===== src/rtl/count_display_driver.sv =====
// Two-digit multiplexed seven-segment driver for a 4-bit counter value (shown as 00-15).
// Samples the count, pulses on change, and snapshots it once per refresh frame.
module count_display_driver #(
    parameter int unsigned REFRESH_DIV = 4,
    parameter bit          BLANK_LZ    = 1'b1
) (
    input  logic       clk,
    input  logic       rst,
    input  logic [3:0] count,
    output logic [6:0] seg,
    output logic [1:0] an,
    output logic       chg
);

    localparam int unsigned DIV_W    = (REFRESH_DIV > 2) ? $clog2(REFRESH_DIV) : 1;
    localparam logic [DIV_W-1:0] DIV_LAST = DIV_W'(REFRESH_DIV - 1);
    localparam logic [6:0] SEG_BLANK = 7'h7F;
    localparam logic [6:0] SEG_ZERO  = 7'h40;
    localparam logic [6:0] SEG_ONE   = 7'h79;

    logic [3:0]       cnt_q, disp_q, disp_d;
    logic [DIV_W-1:0] div_q, div_d;
    logic             dsel_q, dsel_d;
    logic [6:0]       seg_q, seg_d;
    logic [1:0]       an_q, an_d;
    logic             chg_q, chg_d;
    logic             tens_c;
    logic [3:0]       ones_c;

    // Active-low {g,f,e,d,c,b,a} patterns for a single decimal digit
    function automatic logic [6:0] dec(input logic [3:0] d);
        case (d)
            4'd0:    dec = 7'h40;
            4'd1:    dec = 7'h79;
            4'd2:    dec = 7'h24;
            4'd3:    dec = 7'h30;
            4'd4:    dec = 7'h19;
            4'd5:    dec = 7'h12;
            4'd6:    dec = 7'h02;
            4'd7:    dec = 7'h78;
            4'd8:    dec = 7'h00;
            4'd9:    dec = 7'h10;
            default: dec = 7'h7F;
        endcase
    endfunction

    always_comb begin
        tens_c = (disp_q >= 4'd10);
        ones_c = tens_c ? (disp_q - 4'd10) : disp_q;

        chg_d  = (count != cnt_q);
        div_d  = div_q + DIV_W'(1);
        dsel_d = dsel_q;
        disp_d = disp_q;
        if (div_q == DIV_LAST) begin
            div_d  = '0;
            dsel_d = ~dsel_q;
            // End of the tens slot closes the frame: take a fresh snapshot
            if (dsel_q) disp_d = cnt_q;
        end

        seg_d = SEG_BLANK;
        an_d  = 2'b11;
        if (!dsel_q) begin
            an_d  = 2'b10;
            seg_d = dec(ones_c);
        end else if (tens_c) begin
            an_d  = 2'b01;
            seg_d = SEG_ONE;
        end else if (!BLANK_LZ) begin
            an_d  = 2'b01;
            seg_d = SEG_ZERO;
        end
    end

    always_ff @(posedge clk or posedge rst) begin
        if (rst) begin
            cnt_q  <= '0;
            disp_q <= '0;
            div_q  <= '0;
            dsel_q <= 1'b0;
            seg_q  <= SEG_BLANK;
            an_q   <= 2'b11;
            chg_q  <= 1'b0;
        end else begin
            cnt_q  <= count;
            disp_q <= disp_d;
            div_q  <= div_d;
            dsel_q <= dsel_d;
            seg_q  <= seg_d;
            an_q   <= an_d;
            chg_q  <= chg_d;
        end
    end

    assign seg = seg_q;
    assign an  = an_q;
    assign chg = chg_q;

endmodule


===== config.mk =====
export PLATFORM = sky130hd
export DESIGN_NAME = count_display_driver
export DESIGN_NICKNAME = d
export VERILOG_FILES = /design/src/rtl/count_display_driver.sv
export SDC_FILE = /design/constraint.sdc
export NUM_CORES = 1
export LEC_CHECK = 0
export BUFFER_PORTS_ARGS = -buffer_cell sky130_fd_sc_hd__buf_2
export CORE_AREA = 2 2 59 84
export DETAILED_ROUTE_END_ITERATION = 6
export DIE_AREA = 0 0 61 86
export PLACE_DENSITY = 0.41
export SYNTH_ARGS = -nofsm -noshare
export SYNTH_HDL_FRONTEND = slang
export SYNTH_SLANG_ARGS = --single-unit

===== constraint.sdc =====
create_clock -name clk -period 1.6 [get_ports clk]
set_input_delay 0.4 -clock clk [delete_from_list [all_inputs] [get_ports clk]]
set_output_delay 0.4 -clock clk [all_outputs]
set_load 0.05 [all_outputs]

==> flow_metrics.tcl, run 1 <==
set metrics [dict create \
    via_per_inst 4.239 \
    via_count 780 \
    maxCapViolCount 0 \
    synth_area_sq_um 1091 \
    fmax_mhz 645.2 \
    rows 29 \
    tightest_slew_ns 0.4173 \
    synthToLayoutAreaGrowth_pct 22.94 \
    core-area_sq_um 4463 \
    ys_warn_count 0 \
    pwr-share-comb 0.239 \
    fin_cells 184 \
    wire_per_inst_um 11.63 \
    synthCells 98 \
    power_frac_seq 0.476 \
    pwr_density_cell_nw_per_um2 924.3 \
    p_leak_uw 0.0005872 \
    worst_setup_path_start_kind "flop" \
    syn_avg_cell_area_sq_um 11.13 \
    placed_cell_area_sq_um 1270 \
    grt_use_total 0.09476 \
    cp_top_family "flip-flops" \
    power.total_uw 1240 \
    met3_usage 0.02112 \
    power_frac_clock 0.284 \
    htree_levels 1 \
    slowest_delay_ns 0.39 \
    critPathBufInv 2 \
    numClockSinks 21 \
    intPower_uw 864.9 \
    cts.clk_slew.worst_paths_ns 0.08 \
    ys_ff_latch 21 \
    ir_drop_mv 0.4334 \
    sw_frac_of_total 0.3023 \
    crit_slowest_cell "dfrtp_1" \
    grt_antenna_before_repair 0 \
    outcome "complete, no violations" \
    numCtsBuffers 3 \
    power.switching_uw 374.8 \
    first_iter_violations 9 \
    synth_top_area_share 0.2752 \
    initial_core_util 0.2445 \
    io_buffers 15 \
    dp.cells 179 \
    yosysTopAreaCell "dfrtp_1" \
    n_antenna_cell 0 \
    min_period_ns 1.550 \
    crit_chain "inv_2 > mux2i_2 > ha_1 > inv_1 > a221oi_1 > a311oi_1" \
    holdCritPathClass "in2async" \
    syn_nets 109 \
    grt_pass1_vias 777 \
    crit_required_ns 1.77 \
    gp_congestion 0.8042 \
    dp_hpwl_mm 1.602 \
    fin_nets 134 \
    die_y_um 86 \
    final_area_sq_um 1341 \
    fin_ws_ns 0.05007 \
    maxSlewHeadroom 0.7218 \
    cp-end-kind "flop" \
    grt_max_degree 22 \
    cts_tree "done" \
    drive_gt1_frac 0.4262 \
    rsz0062_at_grt "true" \
    dieArea_sq_um 5246 \
    met2_usage 0.1496 \
    finClkSkew_ns 0.004261 \
    insertion_delay_ns 0.26 \
    cp_data_arrival_time_ns 1.72 \
    synth_cell_types 33 \
    grt_use_met1 0.1146 \
    hold_slack_ns 0.1446 \
    setup_violations 0 \
    synthTopCellsByArea "dfrtp_1, dfstp_2, ha_1" \
    hold_viol_final 0 \
    cts-root-buf "clkbuf_8" \
    place_ws_ns -0.04503 \
    busiest_layer "met2" \
    slew_viol_final 0 \
    grt_first_pass_wirelength_mm 3.691 \
    ios 16 \
    drtAntennaViolNets 0 \
    clk_path_buf_depth 2 \
    die_w_um 61 \
    ys_seq_area_frac 0.4920 \
    drtPass1Iterations 4 \
    drt_wl_total_mm 2.140 \
    worst-path-max-fanout 3 \
    grt_remaining_overflow 0 \
    path_class "reg2reg" \
    fin_crit_sh 0.9687 \
    drc_errors 0 \
]
state kept, by name, summed over array words and instances (netlist names):
name and cells:
an 2, chg 1, cnt_q 4, disp_q 4, div_q 2, dsel_q 1
seg 7
power by group through the flow:
stage	clock [uW]	sequential, uW	combinational (uW)
4_1_cts	374	591	288
3_5_place_dp	0	600	285
3_3_place_gp	0	601	286
5_1_grt	396	596	323
6_report	353	590	297
2_1_floorplan	0	686	134
worst register-to-register path, cell delays in order, from the launching register on:
cell and delay, ns:
dfrtp_1 0.39, inv_2 0.11, mux2i_2 0.26, ha_1 0.29, inv_1 0.08, a221oi_1 0.08
a311oi_1 0.26
cells in the mapped netlist, drive strengths merged:
cell	number
nor2	6
a221oi	1
inv	8
dfrtp	12
ha	5
xnor2	6
o221a	1
a2111o	1
nand3	3
o21a	1
dfstp	9
nor3b	1
nand4	1
o31ai	1
nor3	1
a311oi	1
mux2	4
or2	1
a21oi	8
a41oi	1
a21o	2
nand2b	1
a211oi	1
nand2	6
mux2i	2
buf	7
a31oi	1
o22a	1
xor2	1
o21ai	4
worst paths after layout:
check,start,endpoint,slack (ns),cells after the start
hold / removal,rst,dsel_q,0.14,3
max in group asynchronous,rst,seg[3],1.18,3
setup reg to reg,disp_q[1],seg[1],0.05,6
min in group clk,count[3],cnt_q[3],0.26,1
hold reg to reg,div_q[0],div_q[0],0.43,1
setup / recovery,disp_q[1],seg[1],0.05,6
layer usage:
metal  vias up  wire (um)
met5         -          0
met4         0         76
met3         7        102
met2        24       1026
met1       358        935
li1        391          -
cells by family after synthesis:
logic type	share of synthesized area
and+or+nand+nor	0.08372
muxes	0.05963
buffers and inverters	0.08601
xor gates and xnor gates	0.05619
DFF	0.4920
adders and majority gates	0.05734
AOI/OAI and AO/OA	0.1652
final cells by class:
cell class / instances / area [sq um]
repair buffers: 27 / 165.2
clock buffers: 4 / 45.04
inverters: 8 / 30.03
well taps: 62 / 77.57
flip-flops and latches: 21 / 536.8
multi-input cells: 62 / 486.7
fillers: 470 / 3122
layout by cell type (no fill, tap or decap), drive strengths merged, types with 2 or more instances in the layout:
| cell | count |
|---|---|
| o21ai | 4 |
| nand3 | 3 |
| mux2 | 4 |
| clkbuf | 4 |
| mux2i | 2 |
| inv | 8 |
| nor2 | 6 |
| ha | 5 |
| a21o | 2 |
| dfstp | 9 |
| a21oi | 8 |
| nand2 | 6 |
| dfrtp | 12 |
| buf | 27 |
| xnor2 | 6 |
repair_timing:
| action | 4_1_cts | 5_1_grt |
|---|---|---|
| gates resized for setup | 1 | 3 |
| hold buffers | 0 | 0 |
| pin swaps | 0 | 3 |
| setup buffers | 0 | 1 |
| setup endpoints to repair | 4 | 6 |
stage by stage:
step | util | TNS [ns]
after floorplan | - | 0
after detailed placement | 0.2846 | -0.04503
after global placement | 0.2846 | -0.02970
after CTS | 0.2952 | 0
after global routing | 0.3005 | -0.03934
final | 0.3005 | 0
(Power assumes the default switching activity.)
==> run 2, diff against run 1 <==
- PLACE_DENSITY: 0.41 -> 0.38
==> run 2 against run 1 <==
Against the previous run:
- combinational power is 2% higher
- die area stayed put
- worst hold slack better by 0.0082 ns
- flip-flop and latch count stayed put
- cell area is 1.1% higher
- routed wire length is 12% higher
- fmax is 2.8% higher
- global-route usage is 0.84 points higher
- clock power is 5.9% higher
- critical path depth stayed put
- sequential share of layout area is 0.44 points lower
- critical endpoint is now seg[2]
==> flow_metrics.tcl, run 2 (synthesized netlist as in run 1, its figures left out) <==
set metrics [dict create \
    drc_errors 0 \
    cts.clk_slew.worst_paths_ns 0.08 \
    via_per_inst 4.259 \
    rsz0062_at_grt "true" \
    drt_wl_total_mm 2.396 \
    cp_top_family "flip-flops" \
    power.total_uw 1268 \
    gp_congestion 0.8656 \
    wire_per_inst_um 12.95 \
    wl_met2_mm 1.268 \
    numClockSinks 21 \
    p_leak_uw 0.0005928 \
    cp_data_arrival_time_ns 1.72 \
    holdBufCountCts 0 \
    dp_hpwl_mm 1.725 \
    fin_crit_sh 0.9422 \
    min_period_ns 1.508 \
    wl_met3_um 77 \
    largest_reg_flops 7 \
    numCtsBuffers 3 \
    grt_pass1_vias 811 \
    drtAntennaViolNets 0 \
    final_cell_mix "buf_2, buf_4, dfrtp_1, dfstp_2" \
    intPower_uw 866.6 \
    grt_max_degree 22 \
    power.switching_uw 400.9 \
    crit_chain "inv_2 > mux2i_2 > ha_1 > a21oi_1 > o221a_2 > nor2_1" \
    htree_levels 1 \
    grt_first_pass_wirelength_mm 3.912 \
    highest_layer "met4" \
    die_w_um 61 \
    layout_commonest_cell "buf_2" \
    die_y_um 86 \
    place_ws_ns -0.01116 \
    ir_drop_mv 0.3302 \
    insertion_delay_ns 0.27 \
    multi_input_area_sq_um 490.5 \
    regArea_sq_um 536.8 \
    worstSetupStartpoint "disp_q[1]" \
    finClkSkew_ns 0.003922 \
    crit_required_ns 1.81 \
    power_frac_clock 0.295 \
    drtPass1Iterations 6 \
    outcome "complete, no violations" \
    worst_setup_path_start_kind "flop" \
    fin_nets 135 \
    sw_frac_of_total 0.3163 \
    grt_antenna_before_repair 0 \
    worstReg2RegStart "disp_q[1]" \
    cp-end-kind "flop" \
    clk_path_buf_depth 2 \
    fillers 468 \
    hold_viol_final 0 \
    io_buffers 15 \
    tns_ns 0 \
    cts-root-buf "clkbuf_8" \
    path_class "reg2reg" \
    tightest_slew_ns 0.4502 \
    power_frac_seq 0.465 \
    maxSlewHeadroom 0.6999 \
    slew_viol_final 0 \
    grt_use_total 0.1032 \
    pwr_density_cell_nw_per_um2 934.6 \
    crit_slowest_cell "dfrtp_1" \
    initial_core_util 0.2445 \
    first_iter_violations 18 \
    ios 16 \
    fin_ws_ns 0.09249 \
    wirelength_met1_um 964 \
    fmax_mhz 663.3 \
    synthToLayoutAreaGrowth_pct 24.31 \
    core-area_sq_um 4463 \
    critPathBufInv 1 \
    rows 29 \
    cts_tree "done" \
    slowest_delay_ns 0.40 \
    dieArea_sq_um 5246 \
    grt_remaining_overflow 0 \
    via_count 788 \
    n_antenna_cell 0 \
    maxCapViolCount 0 \
    holdCritPathClass "in2async" \
    setup_violations 0 \
    pwr-share-comb 0.240 \
    drive_gt1_frac 0.4472 \
    worst-path-max-fanout 4 \
]
==> run 2: cell types whose count changed in the layout (fill, tap and decap cells not counted), sizes merged <==
cell	before	now
buf	27	28
clkinvlp	0	1
clkbuf	4	3
==> run 2: what timing repair did <==
item | CTS | global route
buffers inserted | 0 | 0
pin swaps | 0 | 3
setup endpoints to repair | 1 | 5
gates resized for setup | 1 | 4
==> run 2: final cells by class <==
| cell class | instances | share of cell area |
|---|---|---|
| clock buffers | 3 | 0.03044 |
| clock inverters | 1 | 0.005535 |
| well taps | 62 | 0.05720 |
| inverters | 8 | 0.02214 |
| repair buffers | 28 | 0.1273 |
| multi-input cells | 62 | 0.3616 |
| flip-flops and latches | 21 | 0.3958 |
==> run 2: worst register-to-register path, cell delays in order (launching register included) <==
cell,delay (ns)
dfrtp_1,0.40
inv_2,0.11
mux2i_2,0.26
ha_1,0.27
a21oi_1,0.09
o221a_2,0.24
nor2_1,0.08
==> run 2: per-stage QoR <==
step	instances	util	hold WS (ns)	area, sq um
2_1_floorplan	98	-	0.3556	1099
3_3_place_gp	181	0.2879	0.4132	1285
3_5_place_dp	181	0.2879	0.4193	1285
4_1_cts	185	0.2994	0.1602	1336
5_1_grt	185	0.3039	0.1828	1356
6_report	185	0.3039	0.1528	1356
==> run 2: power groups by stage <==
stage                     clock (uW)  combinational [uW]  sequential, uW
after floorplan                    0                 134             686
after global placement             0                 295             600
after global routing             413                 328             595
after CTS                        402                 297             590
after detailed placement           0                 294             599
final                            374                 304             590
==> run 2: metal layers <==
metal,vias up,GRT usage
met2,20,0.1691
li1,388,-
met5,-,0
met4,0,0.06324
met3,7,0.01810
met1,373,0.1206
==> run 2: worst paths after layout <==
check,to,slack (ns),depth (start not counted)
setup reg to reg,seg[2],0.09,6
hold reg to reg,div_q[0],0.43,1
max in group asynchronous,seg[0],1.18,3
hold / removal,cnt_q[3],0.15,3
min in group clk,cnt_q[3],0.25,1
setup / recovery,seg[2],0.09,6
